**config.mk**
```make
export PLATFORM = sky130hd
export DESIGN_NAME = playback_sequencer
export DESIGN_NICKNAME = d
export VERILOG_FILES = /design/src/rtl/playback_sequencer.sv
export SDC_FILE = /design/constraint.sdc
export NUM_CORES = 1
export LEC_CHECK = 0
export ABC_AREA = 1
export ABC_CLOCK_PERIOD_IN_PS = 7800
export CORE_MARGIN = 4
export CORE_UTILIZATION = 60
export CTS_CLUSTER_SIZE = 12
export DETAILED_ROUTE_END_ITERATION = 8
export GPL_ROUTABILITY_DRIVEN = 0
export PLACE_DENSITY = 0.89
export SKIP_LAST_GASP = 1
export SYNTH_ARGS = -nofsm -noshare
export SYNTH_HDL_FRONTEND = slang
export SYNTH_SLANG_ARGS = --single-unit
```
**constraint.sdc**
```tcl
create_clock -name CLK -period 7.8 [get_ports CLK]
set_input_delay 1.56 -clock CLK [delete_from_list [all_inputs] [get_ports CLK]]
set_output_delay 1.56 -clock CLK [all_outputs]
set_load 0.02 [all_outputs]
```
**src/rtl/playback_sequencer.sv**
```systemverilog
// Note-sequence recorder/player: appends 2-bit notes, then plays them with timed lamp-on/gap phases.
// Optional SEQ_SPEEDUP_EN: halves on/gap durations once the sequence holds 8 or more notes.
module playback_sequencer #(
  parameter int DEPTH     = 32,
  parameter int ON_TICKS  = 3000,
  parameter int OFF_TICKS = 1000
) (
  input  logic                     CLK,
  input  logic                     RST,
  input  logic                     CLR,
  input  logic                     APPEND,
  input  logic [1:0]               APPEND_NOTE,
  input  logic                     PLAY,
  input  logic [$clog2(DEPTH)-1:0] RD_IDX,
  output logic [1:0]               RD_NOTE,
  output logic [1:0]               OUT,
  output logic                     OUT_ENA,
  output logic                     BUSY,
  output logic                     DONE,
  output logic [$clog2(DEPTH):0]   LEN,
  output logic                     FULL
);

  localparam int AW       = $clog2(DEPTH);
  localparam int LW       = AW + 1;
  localparam int TMAX     = (ON_TICKS > OFF_TICKS) ? ON_TICKS : OFF_TICKS;
  localparam int TW       = (TMAX < 2) ? 1 : $clog2(TMAX);
  localparam int ON_HALF  = (ON_TICKS / 2 > 0) ? ON_TICKS / 2 : 1;
  localparam int OFF_HALF = (OFF_TICKS / 2 > 0) ? OFF_TICKS / 2 : 1;

  localparam logic [TW-1:0] ON_M1       = TW'(ON_TICKS - 1);
  localparam logic [TW-1:0] OFF_M1      = TW'(OFF_TICKS - 1);
  localparam logic [TW-1:0] ON_HALF_M1  = TW'(ON_HALF - 1);
  localparam logic [TW-1:0] OFF_HALF_M1 = TW'(OFF_HALF - 1);

  typedef enum logic [1:0] {IDLE, LAMP_ON, LAMP_OFF} state_t;

  state_t          state_q, state_d;
  logic [AW-1:0]   idx_q, idx_d, idx_nx;
  logic [TW-1:0]   timer_q, timer_d, on_load, off_load;
  logic [LW-1:0]   len_d, len_eff;
  logic [1:0]      out_d;
  logic            ena_d, busy_d, done_d;
  logic            append_ok, fast, last_note;
  logic [1:0]      mem [DEPTH];

  assign FULL      = (LEN == LW'(DEPTH));
  assign RD_NOTE   = mem[RD_IDX];
  assign append_ok = (state_q == IDLE) && APPEND && !FULL;
  // Length as seen by a PLAY in the same cycle as an accepted APPEND
  assign len_eff   = LEN + LW'(append_ok);
  assign idx_nx    = idx_q + AW'(1);
  assign last_note = ({1'b0, idx_q} == (LEN - LW'(1)));

`ifdef SEQ_SPEEDUP_EN
  assign fast = (32'(len_eff) >= 32'd8);
`else
  assign fast = 1'b0;
`endif
  assign on_load  = fast ? ON_HALF_M1 : ON_M1;
  assign off_load = fast ? OFF_HALF_M1 : OFF_M1;

  always_ff @(posedge CLK) begin
    if (append_ok && !CLR) mem[LEN[AW-1:0]] <= APPEND_NOTE;
  end

  always_ff @(posedge CLK or posedge RST) begin
    if (RST) begin
      state_q <= IDLE;
      LEN     <= '0;
      idx_q   <= '0;
      timer_q <= '0;
      OUT     <= '0;
      OUT_ENA <= 1'b0;
      BUSY    <= 1'b0;
      DONE    <= 1'b0;
    end else begin
      state_q <= state_d;
      LEN     <= len_d;
      idx_q   <= idx_d;
      timer_q <= timer_d;
      OUT     <= out_d;
      OUT_ENA <= ena_d;
      BUSY    <= busy_d;
      DONE    <= done_d;
    end
  end

  always_comb begin
    state_d = state_q;
    len_d   = LEN;
    idx_d   = idx_q;
    timer_d = timer_q;
    out_d   = OUT;
    ena_d   = OUT_ENA;
    busy_d  = BUSY;
    done_d  = 1'b0;
    if (CLR) begin
      state_d = IDLE;
      len_d   = '0;
      ena_d   = 1'b0;
      busy_d  = 1'b0;
    end else begin
      case (state_q)
        IDLE: begin
          len_d = len_eff;
          if (PLAY) begin
            if (len_eff == '0) begin
              done_d = 1'b1;
            end else begin
              state_d = LAMP_ON;
              idx_d   = '0;
              timer_d = on_load;
              ena_d   = 1'b1;
              busy_d  = 1'b1;
              // Slot 0 is still being written when PLAY and the first APPEND coincide
              out_d   = (append_ok && LEN == '0) ? APPEND_NOTE : mem['0];
            end
          end
        end
        LAMP_ON: begin
          if (timer_q == '0) begin
            state_d = LAMP_OFF;
            ena_d   = 1'b0;
            timer_d = off_load;
          end else begin
            timer_d = timer_q - TW'(1);
          end
        end
        LAMP_OFF: begin
          if (timer_q != '0) begin
            timer_d = timer_q - TW'(1);
          end else if (last_note) begin
            state_d = IDLE;
            busy_d  = 1'b0;
            done_d  = 1'b1;
          end else begin
            state_d = LAMP_ON;
            idx_d   = idx_nx;
            out_d   = mem[idx_nx];
            ena_d   = 1'b1;
            timer_d = on_load;
          end
        end
        default: state_d = IDLE;
      endcase
    end
  end

endmodule
```
Yosys cells after proc, flatten, opt, wreduce, memory -nomap -nowiden
Memory sizes are Yosys's and may differ from the RTL's.
Index checks and enable logic that the tools add are counted.
{"block": "totals", "regBits": 30, "latch_bits": 0, "ramBits": 64, "mem_bits_ro": 0, "inputBits": 12, "output_inout_bits": 14, "word_cells": 95, "mem_count": 1}
{"block": "classes", "n_addsub": 4, "multipliers": 0, "n_div": 0, "n_lt_le_gt_ge": 0, "eq_ne": 15, "n_shift": 0, "mux": 45, "bitwise_logic": 1, "n_reduce_logical": 21}
{"memory": "mem", "words": 32, "word_bits": 2, "rd": 3, "rd_ports_with_merged_regs": 0, "write_ports": 1, "line_no": "45", "rtl": "logic [1:0] mem [DEPTH];"}
{"operator": "12-bit two-way mux", "count": 5}
{"operator": "12-bit case mux with 3 select lines", "count": 1}
{"operator": "3-bit inequality test, second input constant", "count": 7}
{"operator": "2-bit two-way mux", "count": 10}
{"operator": "5-bit two-way mux", "count": 4}
{"operator": "1-bit two-way mux", "count": 17}
{"operator": "12-bit zero test", "count": 1}
{"operator": "6-bit zero test", "count": 2}
{"operator": "6-bit two-way mux", "count": 2}
{"operator": "6-bit AND reduction", "count": 2}
{"operator": "12-bit nonzero test", "count": 1}
{"operator": "12-bit by 1-bit subtractor with 12-bit output, second input constant", "count": 1}
{"operator": "5-bit case mux with 2 select lines", "count": 1}
{"operator": "5-bit AND reduction", "count": 2}
{"operator": "2-bit inequality test, second input constant", "count": 4}
{"operator": "6-bit by 1-bit adder with 6-bit output", "count": 1}
{"operator": "5-bit by 6-bit equality test with 1-bit output", "count": 1}
{"operator": "6-bit equality test, second input constant", "count": 1}
{"operator": "2-bit case mux with 3 select lines", "count": 1}
{"operator": "3-bit nonzero test", "count": 2}
{"operator": "6-bit by 1-bit subtractor with 6-bit output, second input constant", "count": 1}
{"operator": "5-bit by 1-bit adder with 5-bit output, second input constant", "count": 1}
{"operator": "1-bit logical AND", "count": 4}
{"operator": "1-bit case mux with 2 select lines", "count": 2}
{"operator": "10 further kinds", "count": 12}

Logic depth before layout (Yosys ltp)
{"block": "depth", "word_depth": 9, "ltp_mapped": 20}

Worst setup path after synthesis
Ideal clock, no wire load.
{"block": "synth_path", "kind": "input port to output port", "startpoint": "input port RD_IDX[0]", "endpoint": "output port RD_NOTE[1]", "arrival_ns": 2.880, "required_ns": 6.240, "path_slack_ns": 3.360, "stages": 8, "path_cell_list": "buf_2 inv_1 buf_2 clkbuf_1 o21ai_0 o211ai_1 nand3_1 a21oi_1"}
{"block": "synth_between", "elab_chain_cells": 1}
{"item": "from (decl)", "line_no": "14", "rtl": "input logic [$clog2(DEPTH)-1:0] RD_IDX,"}
{"item": "memory 32 x 2 bit"}
{"item": "to (decl)", "line_no": "15", "rtl": "output logic [1:0] RD_NOTE,"}
No other way between the ends.

Final worst setup path
Same ends and word-level chain as after synthesis.

==> results.toml <==
[yosys]
synth_cell_types = 35
synth_area_mm2 = 0.005627
synth_area_leader_cell = "edfxtp_1"
synth_area_leaders = "edfxtp_1 (34%), dfrtp_1 (13%), nand2_1 (9.9%)"
syn_nets = 742
ys.flop_type = "edfxtp_1"
synth_seq_area_share_pct = 47.50
avgSynthCellArea_um2 = 7.858
synth_edf_count = 64
synth-seq-cells = 94
synth_top_area_share_pct = 34.16
postSynthCellCount = 716
yosysWarningCount = 0
ys_async_sr_fraction_pct = 31.91

[worst_setup_path]
cpMaxStageDelayCell = "clkdlybuf4s50_1"
worstPathArrival_ns = 4.82
crit_path_cell_trace = "clkdlybuf4s50_1, inv_1, a21oi_1, o21ai_0, o211ai_1, nand3_1, nand2_1, nor2_1, a21oi_1, clkdlybuf4s50_1"
ff2ff_path_depth = 19
reg2reg_slack_ns = 4.32
critPathLaunchType = "primary input"
r2r-end = "timer_q[1]$_DFFE_PP0P_"
cp-end-kind = "primary output"
worst-endpoint-required_ns = 6.24
cp_max_fo = 38
r2r_start = "LEN[0]$_DFFE_PP0N_"
crit_buf_inv = 3
crit_family = "buffers and inverters"
max_stage_delay_ns = 1.08
critical_path_class = "primary input to primary output"

[final_layout]
fin_area_mm2 = 0.006068
n_antenna_cell = 0
layout-drive-gt1-share_pct = 5.068
fill_cells = 739
final_nets = 751
syn2layout_area_growth_pct = 7.850
utilization_pct = 65.99

[clock_network]
cts_tree = "built"
cts_buffers = 9
clkLatencyLatePin_ns = 0.37
cts_resized = 0
htreeDepth = 3
cts.sinks = 94
cts.path.max_buffers = 2
path_clk_slew_ns = 0.10
cts_root_buf = "clkbuf_8"
cts_setup_buffers = 0
hold_buffers = 0

[outcome]
status = "finished, final reports clean"

[placement]
place_area_mm2 = 0.005883
dpl.hpwl_mm = 10.01
io_buffers = 25

[sta]
period_needed_ns = 6.378
relSlewSlack_pct = 22.76
period_share_pct = 81.77
setup_tns_ns = 0
clock_skew_ns = 0.01838
grt_setup_unrepaired = "false"
worstMarginPinSlew_ns = 1.157
fmax_ghz = 0.1568
maxSlewViolCount = 0
hold_viol = 0
setup_viol = 0

[global_route]
grt_max_degree = 52
grt_pass1_vias = 4856
grt_pass1_wl_mm = 23.35
grtUsageMet1_pct = 33.24
antenna_found_initial = 0
grtUsageMet3_pct = 6.238
met2_usage_pct = 43.17
grt-busiest-layer = "met2"
grt.total_usage_pct = 26.26
grt-ovfl-total = 0

[power]
p_per_area_mw_per_mm2 = 270.2
p_seq_share_pct = 38.5
internal_power_uw = 955.8
swShare_pct = 41.71
power.total_uw = 1640
p_leak_uw = 0.002503
ir_drop_mv = 0.1745
p_comb_share_pct = 42.6
switchingPower_uw = 684.0
clkPwrFrac_pct = 18.9

[floorplanning]
die_x_um = 104.8
num_rows = 35
die-height_um = 104.8
dieArea_mm2 = 0.01099
start_util_pct = 61.18
io_pins = 26
core_area_mm2 = 0.009196

[routing]
drtIter0Drc = 702
wire_per_inst_um = 17.12
firstDrtPassIters = 8
antenna_left = 0
num_vias = 5203
drcViolationCount = 0
via_per_inst = 6.187
drt-total-wl_mm = 14.40

[hold_path]
hold_depth = 2
hold_path_class = "flip-flop to flip-flop"
min_to = "OUT[0]$_DFFE_PP0P_"
hp-start = "OUT[0]$_DFFE_PP0P_"

[flow_run]
cap_violations = 0
sequential cells by signal (all words and copies together) (netlist names):
| register | flops |
|---|---|
| BUSY | 1 |
| DONE | 1 |
| LEN | 6 |
| OUT | 2 |
| OUT_ENA | 1 |
| idx_q | 5 |
| mem | 64 |
| state_q | 2 |
| timer_q | 12 |
cell type report:
cell class / instances / area, um^2 / area share (%)
timing repair buffer: 28 / 272.8 / 4.495
multi-input combinational: 524 / 2544 / 41.92
clock buffer: 13 / 166.4 / 2.742
clock inverter: 3 / 18.77 / 0.3093
tap: 111 / 138.9 / 2.289
sequential: 94 / 2673 / 44.04
inverter: 68 / 255.2 / 4.206
cells in the mapped netlist, types with 2 or more instances:
cell / instances
buf_4: 4
o21ai_1: 5
nor2_2: 3
edfxtp_1: 64
buf_2: 10
nand4_1: 7
buf_6: 2
ha_1: 14
nor2_1: 128
nor3_1: 4
nand3_1: 74
xnor2_1: 3
clkinv_1: 3
nand2_1: 149
clkbuf_1: 13
nand2_2: 2
o211ai_1: 17
o221ai_1: 4
a21oi_1: 23
o22ai_1: 4
dfrtp_1: 30
or2_2: 4
inv_1: 61
inv_2: 4
o21ai_0: 68
xor2_1: 7
stage by stage:
| step | worst slack, ns | std cells | hold slack, ns |
|---|---|---|---|
| after floorplan | 3.360 | 716 | 0.4638 |
| final | 1.422 | 841 | 0.4849 |
| after global routing | 1.172 | 841 | 0.5076 |
| after global placement | 1.615 | 825 | 0.4607 |
| after CTS | 1.547 | 841 | 0.4886 |
| after detailed placement | 1.555 | 825 | 0.4642 |
cells by family after synthesis:
| kind of cell | count (synthesis) | synth area share (%) |
|---|---|---|
| adders and majority gates | 14 | 3.113 |
| xor gates and xnor gates | 11 | 1.846 |
| AOI/OAI and AO/OA | 123 | 12.14 |
| buffers and inverters | 98 | 7.294 |
| and+or+nand+nor | 376 | 28.11 |
| DFF | 94 | 47.50 |
routing by layer:
metal | routed length, um | part of all wire, %
met5 | 0 | 0
met3 | 1402 | 9.7
met4 | 630 | 4.4
met1 | 5519 | 38
met2 | 6843 | 48
worst max-delay path by stage:
stage	startpoint	endpoint	depth (start not counted)	slack [ns]
floorplan	RD_IDX[0]	RD_NOTE[1]	8	3.36
global placement	RD_IDX[0]	RD_NOTE[1]	10	1.62
detailed placement	RD_IDX[0]	RD_NOTE[1]	10	1.56
CTS	RD_IDX[0]	RD_NOTE[1]	10	1.55
global route	RD_IDX[0]	RD_NOTE[1]	10	1.17
finish	RD_IDX[0]	RD_NOTE[1]	10	1.42
cells in the final DEF (no fill, tap or decap), types with 2 or more instances in the layout:
cell and instances:
clkinv_2 2, or2_2 4, clkdlybuf4s50_1 25, inv_1 61, o221ai_1 4, o21ai_0 68
nor2_2 3, a21oi_1 23, inv_2 4, clkinv_1 3, xor2_1 7, nor2_1 128
o211ai_1 17, dfrtp_1 30, ha_1 14, nand2_1 149, clkbuf_8 11, nand2_2 2
buf_4 3, edfxtp_1 64, nand3_1 74, o21ai_1 5, nand4_1 7, o22ai_1 4
nor3_1 4, xnor2_1 3, clkbuf_4 2
power groups by stage:
stage | combinational [uW] | sequential, uW | clock (uW)
3_3_place_gp | 648 | 636 | 0
4_1_cts | 684 | 630 | 311
2_1_floorplan | 505 | 649 | 0
5_1_grt | 783 | 639 | 331
6_report | 698 | 632 | 310
3_5_place_dp | 679 | 640 | 0
worst reg2reg max path: cells and delay by family (launching register included):
family | cells | cell delay (ns)
adders and majority gates | 3 | 0.69
buffers and inverters | 3 | 0.45
DFF | 1 | 0.47
and+or+nand+nor | 13 | 1.76
(Power assumes the default switching activity.)
